`src/rtl/sound_event_scheduler.sv`:
```
// -----------------------------------------------------------------------------
// sound_event_scheduler
//
// Purpose:
//   Turns the three dragon collision flags into timed voice enables for the
//   APU. Only one voice sounds at a time: noise (player-dragon) beats square
//   (sword-dragon), which beats saw (sheep-dragon). Each sound lasts a fixed
//   number of frame_end ticks and is followed by GAP_FRAMES silent ticks.
//
// Optional feature (macro SOUND_PREEMPT_EN):
//   Defined   - a higher-priority pending voice cuts off the current voice at
//               the next clock edge, with no gap. The cut-off voice is dropped.
//   Undefined - higher-priority events wait until the current voice and its
//               gap have finished.
//
// Ports:
//   clk                    in   system clock
//   reset                  in   asynchronous, active-high reset
//   SheepDragonCollision   in   level flag, rising edge requests the saw voice
//   SwordDragonCollision   in   level flag, rising edge requests the square voice
//   PlayerDragonCollision  in   level flag, rising edge requests the noise voice
//   frame_end              in   one-cycle tick per video frame
//   saw_en                 out  saw voice enable
//   square_en              out  square voice enable
//   noise_en               out  noise voice enable
//   active_id              out  playing voice: 0 none, 1 saw, 2 square, 3 noise
//   busy                   out  high whenever the scheduler is not IDLE
//   state_dbg              out  FSM state for debug: 0 IDLE, 1 PLAY, 2 GAP
//
// Handshake: there is none; collision flags are plain levels and only their
// rising edges matter. A flag held high produces exactly one request.
// -----------------------------------------------------------------------------
module sound_event_scheduler #(
    parameter int SAW_FRAMES    = 8,
    parameter int SQUARE_FRAMES = 12,
    parameter int NOISE_FRAMES  = 20,
    parameter int GAP_FRAMES    = 2,
    parameter int CNT_W         = 6
) (
    input  logic       clk,
    input  logic       reset,
    input  logic       SheepDragonCollision,
    input  logic       SwordDragonCollision,
    input  logic       PlayerDragonCollision,
    input  logic       frame_end,
    output logic       saw_en,
    output logic       square_en,
    output logic       noise_en,
    output logic [1:0] active_id,
    output logic       busy,
    output logic [1:0] state_dbg
);

    typedef enum logic [1:0] {
        ST_IDLE = 2'd0,
        ST_PLAY = 2'd1,
        ST_GAP  = 2'd2
    } state_t;

    // A zero duration would leave the counter stuck, so it plays for one tick.
    localparam logic [CNT_W-1:0] SAW_LOAD =
        (SAW_FRAMES == 0) ? CNT_W'(1) : CNT_W'(SAW_FRAMES);
    localparam logic [CNT_W-1:0] SQUARE_LOAD =
        (SQUARE_FRAMES == 0) ? CNT_W'(1) : CNT_W'(SQUARE_FRAMES);
    localparam logic [CNT_W-1:0] NOISE_LOAD =
        (NOISE_FRAMES == 0) ? CNT_W'(1) : CNT_W'(NOISE_FRAMES);
    localparam logic [CNT_W-1:0] GAP_LOAD  = CNT_W'(GAP_FRAMES);
    localparam logic [CNT_W-1:0] CNT_ONE   = CNT_W'(1);
    localparam bit               HAS_GAP   = (GAP_FRAMES > 0);

    // Channel bit order everywhere: [0] saw, [1] square, [2] noise.
    // Voice id k (1..3) corresponds to channel bit k-1.
    state_t           state, state_n;
    logic [CNT_W-1:0] cnt, cnt_n;
    logic [1:0]       id_q, id_n;
    logic [2:0]       prev_q;
    logic [2:0]       pending_q, pending_n;

    logic [2:0]       col;
    logic [2:0]       evt;
    logic [1:0]       hi_pend_id;
    logic             preempt;
    logic [2:0]       clr_mask;
    logic [2:0]       evt_keep;

    // Duration to load for a voice id.
    function automatic logic [CNT_W-1:0] dur_of(input logic [1:0] id);
        logic [CNT_W-1:0] d;
        case (id)
            2'd1:    d = SAW_LOAD;
            2'd2:    d = SQUARE_LOAD;
            2'd3:    d = NOISE_LOAD;
            default: d = CNT_ONE;
        endcase
        return d;
    endfunction

    // Channel bit for a voice id; id 0 selects nothing.
    function automatic logic [2:0] mask_of(input logic [1:0] id);
        logic [2:0] m;
        case (id)
            2'd1:    m = 3'b001;
            2'd2:    m = 3'b010;
            2'd3:    m = 3'b100;
            default: m = 3'b000;
        endcase
        return m;
    endfunction

    assign col = {PlayerDragonCollision, SwordDragonCollision, SheepDragonCollision};
    assign evt = col & ~prev_q;

    // Fixed priority: noise > square > saw.
    always_comb begin
        if (pending_q[2]) begin
            hi_pend_id = 2'd3;
        end else if (pending_q[1]) begin
            hi_pend_id = 2'd2;
        end else if (pending_q[0]) begin
            hi_pend_id = 2'd1;
        end else begin
            hi_pend_id = 2'd0;
        end
    end

`ifdef SOUND_PREEMPT_EN
    // Voice ids are ordered by priority, so a numeric compare is enough.
    assign preempt = (state == ST_PLAY) && (hi_pend_id > id_q);
`else
    assign preempt = 1'b0;
`endif

    // Next-state, counter and pending logic.
    always_comb begin
        state_n  = state;
        cnt_n    = cnt;
        id_n     = id_q;
        clr_mask = 3'b000;
        evt_keep = evt;

        case (state)
            ST_IDLE: begin
                cnt_n = '0;
                if (hi_pend_id != 2'd0) begin
                    // A fresh edge on the channel being granted is absorbed:
                    // the sound starts from its full duration anyway.
                    clr_mask = mask_of(hi_pend_id);
                    evt_keep = evt & ~mask_of(hi_pend_id);
                    id_n     = hi_pend_id;
                    cnt_n    = dur_of(hi_pend_id);
                    state_n  = ST_PLAY;
                end
            end

            ST_PLAY: begin
                if (preempt) begin
                    // Takeover: the interrupted voice is simply forgotten.
                    clr_mask = mask_of(hi_pend_id);
                    id_n     = hi_pend_id;
                    cnt_n    = dur_of(hi_pend_id);
                end else if ((evt & mask_of(id_q)) != 3'b000) begin
                    // Retrigger wins over a coincident final tick.
                    evt_keep = evt & ~mask_of(id_q);
                    cnt_n    = dur_of(id_q);
                end else if (frame_end) begin
                    if (cnt == CNT_ONE) begin
                        id_n = 2'd0;
                        if (HAS_GAP) begin
                            state_n = ST_GAP;
                            cnt_n   = GAP_LOAD;
                        end else begin
                            state_n = ST_IDLE;
                            cnt_n   = '0;
                        end
                    end else begin
                        cnt_n = cnt - CNT_ONE;
                    end
                end
            end

            ST_GAP: begin
                if (frame_end) begin
                    if (cnt == CNT_ONE) begin
                        state_n = ST_IDLE;
                        cnt_n   = '0;
                    end else begin
                        cnt_n = cnt - CNT_ONE;
                    end
                end
            end

            default: begin
                state_n = ST_IDLE;
                cnt_n   = '0;
                id_n    = 2'd0;
            end
        endcase

        pending_n = (pending_q & ~clr_mask) | evt_keep;
    end

    // prev resets high so a flag already asserted at reset release is ignored.
    always_ff @(posedge clk or posedge reset) begin
        if (reset) begin
            state     <= ST_IDLE;
            cnt       <= '0;
            id_q      <= 2'd0;
            prev_q    <= 3'b111;
            pending_q <= 3'b000;
        end else begin
            state     <= state_n;
            cnt       <= cnt_n;
            id_q      <= id_n;
            prev_q    <= col;
            pending_q <= pending_n;
        end
    end

    // Enables decode the registered id, so at most one can be high.
    assign active_id = id_q;
    assign saw_en    = (id_q == 2'd1);
    assign square_en = (id_q == 2'd2);
    assign noise_en  = (id_q == 2'd3);
    assign busy      = (state != ST_IDLE);
    assign state_dbg = state;

endmodule

```
`config.mk`:
```
export PLATFORM = sky130hd
export DESIGN_NAME = sound_event_scheduler
export DESIGN_NICKNAME = d
export VERILOG_FILES = /design/src/rtl/sound_event_scheduler.sv
export SDC_FILE = /design/constraint.sdc
export NUM_CORES = 1
export LEC_CHECK = 0
export ABC_CLOCK_PERIOD_IN_PS = 3900
export BUFFER_PORTS_ARGS = -buffer_cell sky130_fd_sc_hd__buf_4
export CAP_MARGIN = 30
export CORE_AREA = 2 2 64 66
export DETAILED_ROUTE_END_ITERATION = 8
export DIE_AREA = 0 0 66 68
export GPL_ROUTABILITY_DRIVEN = 1
export GPL_TIMING_DRIVEN = 1
export SLEW_MARGIN = 15
export SYNTH_ARGS = -nofsm -noshare
export SYNTH_HDL_FRONTEND = slang
export SYNTH_SLANG_ARGS = --single-unit
```
`constraint.sdc`:
```
create_clock -name clk -period 3.9 [get_ports clk]
set_input_delay 0.39 -clock clk [delete_from_list [all_inputs] [get_ports clk]]
set_output_delay 0.39 -clock clk [all_outputs]
set_load 0.005 [all_outputs]
```
# [Word level (Yosys, flattened, before mapping)]
# Index checks and enable logic that the tools add are counted.
[op_classes] add_sub_neg=1 n_eq_ne=16 muxes=34 bitwise=11 n_reduce_logical=7
[ops] cell="two-way mux 6 bit" n=6
[ops] cell="one-hot mux 5 bit (3 select lines)" n=2
[ops] cell="two-way mux 3 bit" n=9
[ops] cell="two-way mux 2 bit" n=10
[ops] cell="one-hot mux 3 bit (3 select lines)" n=2
[ops] cell="one-hot mux 6 bit (3 select lines)" n=1
[ops] cell="bitwise AND 3 bit" n=5
[ops] cell="inequality test 2 bit (second input constant)" n=6
[ops] cell="NOT 3 bit" n=4
[ops] cell="one-hot mux 2 bit (3 select lines)" n=2
[ops] cell="equality test 2 bit (second input constant)" n=5
[ops] cell="equality test 2 x 1 -> 1 bit (second input constant)" n=3
[ops] cell="equality test 6 x 1 -> 1 bit (second input constant)" n=1
[ops] cell="one-hot mux 3 bit (2 select lines)" n=1
[ops] cell="AND reduction 6 bit" n=1
[ops] cell="subtractor 6 x 1 -> 6 bit (second input constant)" n=1
[ops] cell="AND reduction 5 bit" n=1
[ops] cell="nonzero test 2 bit" n=2
[ops] cell="inequality test 3 bit (second input constant)" n=1
[ops] cell="OR 3 bit" n=1
[ops] cell="nonzero test 3 bit" n=1
[ops] cell="logical NOT 2 bit" n=1
[ops] cell="AND reduction 2 bit" n=1
[ops] cell="two-way mux 1 bit" n=1
[ops] cell="NOT 1 bit" n=1
[word_totals] reg_bits=16 input_bits=6 out_inout_bits=8 elab_cells=74

# [Logic depth before layout (Yosys ltp)]
[logic_depth] depth_word=12 mapped_depth=7 depth_no_buf=7

# [Least setup slack after synthesis]
# Ideal clock, no wire load.
[synth_path] kind="register -> register" start="register pending_q[1]" end="register pending_q[1]" setup_time_ns=0.126 arrival_time_ns=1.609 required_time_ns=3.774 setup_slack_ns=2.166 path_stages_with_launch=8 path_buffers=0 period_less_slack_ns=1.734 cell_sequence="dfrtp_1 > nor2b_1 > or2_2 > inv_1 > ha_1 > or4_1 > a21oi_1 > o21ai_0"
[synth_between] elab_chain_len=11 word_cells_on_any_way=18 cone_classes="3 x eq/ne; 9 x mux; 5 x bitwise; 1 x reduce/logical"
[synth_rtl] item="start: declaration" line_no="77" rtl="logic [2:0] pending_q, pending_n;"
[synth_rtl] item="start signal: assignment" line_no="215" rtl="pending_q <= pending_n;"
[synth_rtl] item="two-way mux 2 bit" line_no="117" rtl="end else if (pending_q[1]) begin"
[synth_rtl] item="two-way mux 2 bit" line_no="115" rtl="if (pending_q[2]) begin"
[synth_rtl] item="equality test 2 bit or equality test 2 x 1 -> 1 bit (tied branches)" line_no="101" rtl="case (id)"
[synth_rtl] item="one-hot mux 3 bit (3 select lines)" line_no="101"
[synth_rtl] item="two-way mux 3 bit" line_no="144" rtl="if (hi_pend_id != 2'd0) begin"
[synth_rtl] item="two-way mux 3 bit" line_no="141" rtl="case (state)"
[synth_rtl] item="NOT 3 bit" line_no="148" rtl="evt_keep = evt & ~mask_of(hi_pend_id);"
[synth_rtl] item="bitwise AND 3 bit" line_no="148"
[synth_rtl] item="two-way mux 3 bit" line_no="144"
[synth_rtl] item="one-hot mux 3 bit (2 select lines)" line_no="141"
[synth_rtl] item="OR 3 bit (*)" line_no="199" rtl="pending_n = (pending_q & ~clr_mask) | evt_keep;"
[synth_rtl] item="named net pending_n[1]" line_no="77"
# Mark *: on every way through the listed nets, which the timed path passes. The rest lies on a longest branch. The select of a mux whose other input is x is not followed.
# A chain may end at the register's enable or synchronous reset.

# [Worst setup path after layout]
[layout_path] start="register id_q[0], in the netlist active_id[0]" end="register id_q[1], in the netlist active_id[1]"
[layout_between] elab_chain_len=7 word_cells_on_any_way=9 cone_classes="4 x eq/ne; 2 x mux; 1 x bitwise; 2 x reduce/logical"
[layout_rtl] item="start: declaration" line_no="75" rtl="logic [1:0] id_q, id_n;"
[layout_rtl] item="start signal: assignment" line_no="213" rtl="id_q <= id_n;"
[layout_rtl] item="equality test 2 bit or equality test 2 x 1 -> 1 bit (tied branches)" line_no="101"
[layout_rtl] item="one-hot mux 3 bit (3 select lines) (*)" line_no="101"
[layout_rtl] item="two-way mux 3 bit (*)" line_no="141"
[layout_rtl] item="bitwise AND 3 bit (*)" line_no="161" rtl="end else if ((evt & mask_of(id_q)) != 3'b000) begin"
[layout_rtl] item="nonzero test 3 bit (*)" line_no="161"
[layout_rtl] item="inequality test 2 bit (no source line) (*)"
[layout_rtl] item="AND reduction 5 bit (no source line) (*)"
# Every way passes the cells marked *; elsewhere a longest branch is shown, timed or not. The select of a mux whose other input is x is not followed.

==> reports/results.ini <==
[outcome]
status=finished, final reports clean

[route]
num_vias=1090
firstDrtPassIters=4
drc_errors=0
initialDrtViolationCount=47
detail_route.wl_per_cell_um=14.6
finalWirelength_um=2900
via_per_inst=5.48
ant_nets=0

[pwr]
total_power_mw=0.899
power.density_mw_per_mm2=627
p_leak_nw=0.656
vdd_drop_max_mv=0.330

[layout]
final_nets=169
fillers=413
layout-area-overhead-vs-synth_pct=13.2
n_antenna_cell=0
multi_input_area_sq_um=773
fin_cells=199
drive_gt1_share_pct=20.1
seqCellArea_sq_um=404
final_cell_mix=ha_1, dfrtp_1, buf_4

[global_route]
grt-ovfl-total=0
grt_pass1_vias=1107
antenna_found_initial=0
grt_use_total_pct=14.6
grt_max_degree=21
grt_pass1_wl_um=5030

[timing]
finClkSkew_ns=0.000558
fin_crit_ns=1.96
fin_setup_tns_ns=0
tightest_slew_ns=0.658
hold_viol=0
fmax_mhz=510
setup_viol_count_final=0
finalCritPeriodShare_pct=50.3
layout_setup_ws_ns=1.94
grt_setup_unrepaired=no
slew_viol_final=0
slew_headroom_pct=56.2

[worst_setup_path]
crit_slowest_cell=dfrtp_1
worstPathArrival_ns=2.07
crit_path_end_kind=flip-flop
crit_type=reg -> reg
critPathRequiredTime_ns=4.01
cp-start-kind=flip-flop
crit_fanout=7
path_cells=inv_1 > ha_1 > and3b_1 > nor3_1 > a31o_2 > o22ai_1
cpPeakStageDelay_ns=0.48

[logic_synthesis]
yosysWarningCount=0
syn_inst=137
synth_cell_type_count=44
synth_nets=156
async_reset_ff_share_pct=100
synth_edf_count=0
synth-seq-area-share_pct=31.9
ys_ff_latch=16
ys.flop_type=dfrtp_1
syn_area_per_cell_sq_um=9.24
syn_area_sq_mm=0.00127

[clock_network]
cts_num_sinks=16
cts_max_level=1
cts_tree=yes
ctsResizeCount=0
numCtsBuffers=3
postCtsSetupRepairBufs=0
hold_buffers=0
clockBufferDepth=2
cts.clk_slew.worst_paths_ns=0.07
insertion_delay_ns=0.25
clock-root-buffer=clkbuf_8

[placed_design]
dp.final_hpwl_um=2260
place_worst_setup_slack_ns=1.94
port-buffer-count=13
gp_congestion=0.905
place_inst=195

[floorplanning]
core_area_sq_mm=0.00386
die-area_sq_mm=0.00449
start_util_pct=32.8
ios=14
row_count=23
die_x_um=66
die_y_um=68

[worst_hold_path]
hold_class=in -> async

[run]
max-cap-violations=0

[worst paths after layout]
| path | cells after the start | slack [ns] | from | end |
|---|---|---|---|---|
| max | 6 | 1.94 | active_id[0]$_DFFE_PP0P_ | active_id[1]$_DFFE_PP0P_ |
| min | 2 | 0.22 | reset | cnt[4]$_DFFE_PP0P_ |
| max reg2reg | 6 | 1.94 | active_id[0]$_DFFE_PP0P_ | active_id[1]$_DFFE_PP0P_ |
| min reg2reg | 1 | 0.49 | pending_q[0]$_DFF_PP0_ | pending_q[0]$_DFF_PP0_ |
| max in group asynchronous | 2 | 3.28 | reset | pending_q[2]$_DFF_PP0_ |
| min in group clk | 1 | 0.26 | SheepDragonCollision | prev_q[0]$_DFF_PP1_ |
[sequential cells by signal, summed over array words and instances, names as in the netlist]
signal and flops:
pending_q 3, state_dbg 2, active_id 2, cnt 6, prev_q 3
[synthesized netlist by cell type, types with 2 or more instances]
cell      count  share of area, %
a21o_1        2               1.2
a21oi_1       6               2.4
a221oi_1      3               2.1
a31o_2        2               1.4
and3b_1       4               2.8
clkbuf_8      2               2.2
dfrtp_1      13                26
dfstp_2       3               6.2
ha_1         13                13
inv_1        11               3.3
mux2i_1       2               1.6
nand2_1       6               1.8
nand2b_1      6               3.0
nand3_1       4               1.6
nand3b_1      4               2.4
nand4_1       2              0.99
nor2_1       11               3.3
nor2b_1       3               1.5
nor3_1        2              0.79
o211ai_1      4               2.4
o21ai_0       9               3.6
o22ai_1       3               1.5
[metrics by stage]
step           utilization [%]  cell area, sq um  hold WS, ns
2_1_floorplan                -              1270        0.302
3_3_place_gp              35.8              1380        0.469
3_5_place_dp              35.8              1380        0.487
4_1_cts                   37.2              1430        0.238
5_1_grt                   37.2              1430        0.244
6_report                  37.2              1430        0.219
[report_power, final]
part           leakage [nW]  switching [mW]  internal [mW]
Clock                0.0288          0.0622         0.0897
Combinational         0.445           0.237          0.217
Sequential            0.181          0.0771          0.216
[layer usage]
metal  up-vias  GRT usage [%]  wire length (um)
met5         -              0                 0
met4         0           4.08                28
met3         4           3.78               126
met2        28           25.9              1460
met1       538           17.5              1280
li1        520              -                 -
[area by class of cell]
class / instances / area share, %
clock buffers: 4 / 3.84
flip-flops and latches: 16 / 28.2
well taps: 50 / 4.36
multi-input cells: 105 / 53.9
inverters: 11 / 2.88
repair buffers: 13 / 6.81
[kinds of logic after synthesis]
group	share of synthesized area, %
AO/OA/AOI/OAI	22.1
adder cells (fa/ha/maj)	12.8
buffers and inverters	7.02
flip-flops	31.9
multiplexers	1.58
AND/OR/NAND/NOR	24.5
[worst max-delay path, delay by kind of cell (launching register included)]
kind	cells	cell delay [ns]
fa+ha+maj	1	0.28
flops	1	0.48
simple gates	2	0.63
compound gates	2	0.32
buf+inv	1	0.10
Note: power is estimated with default switching activity, not from simulation.
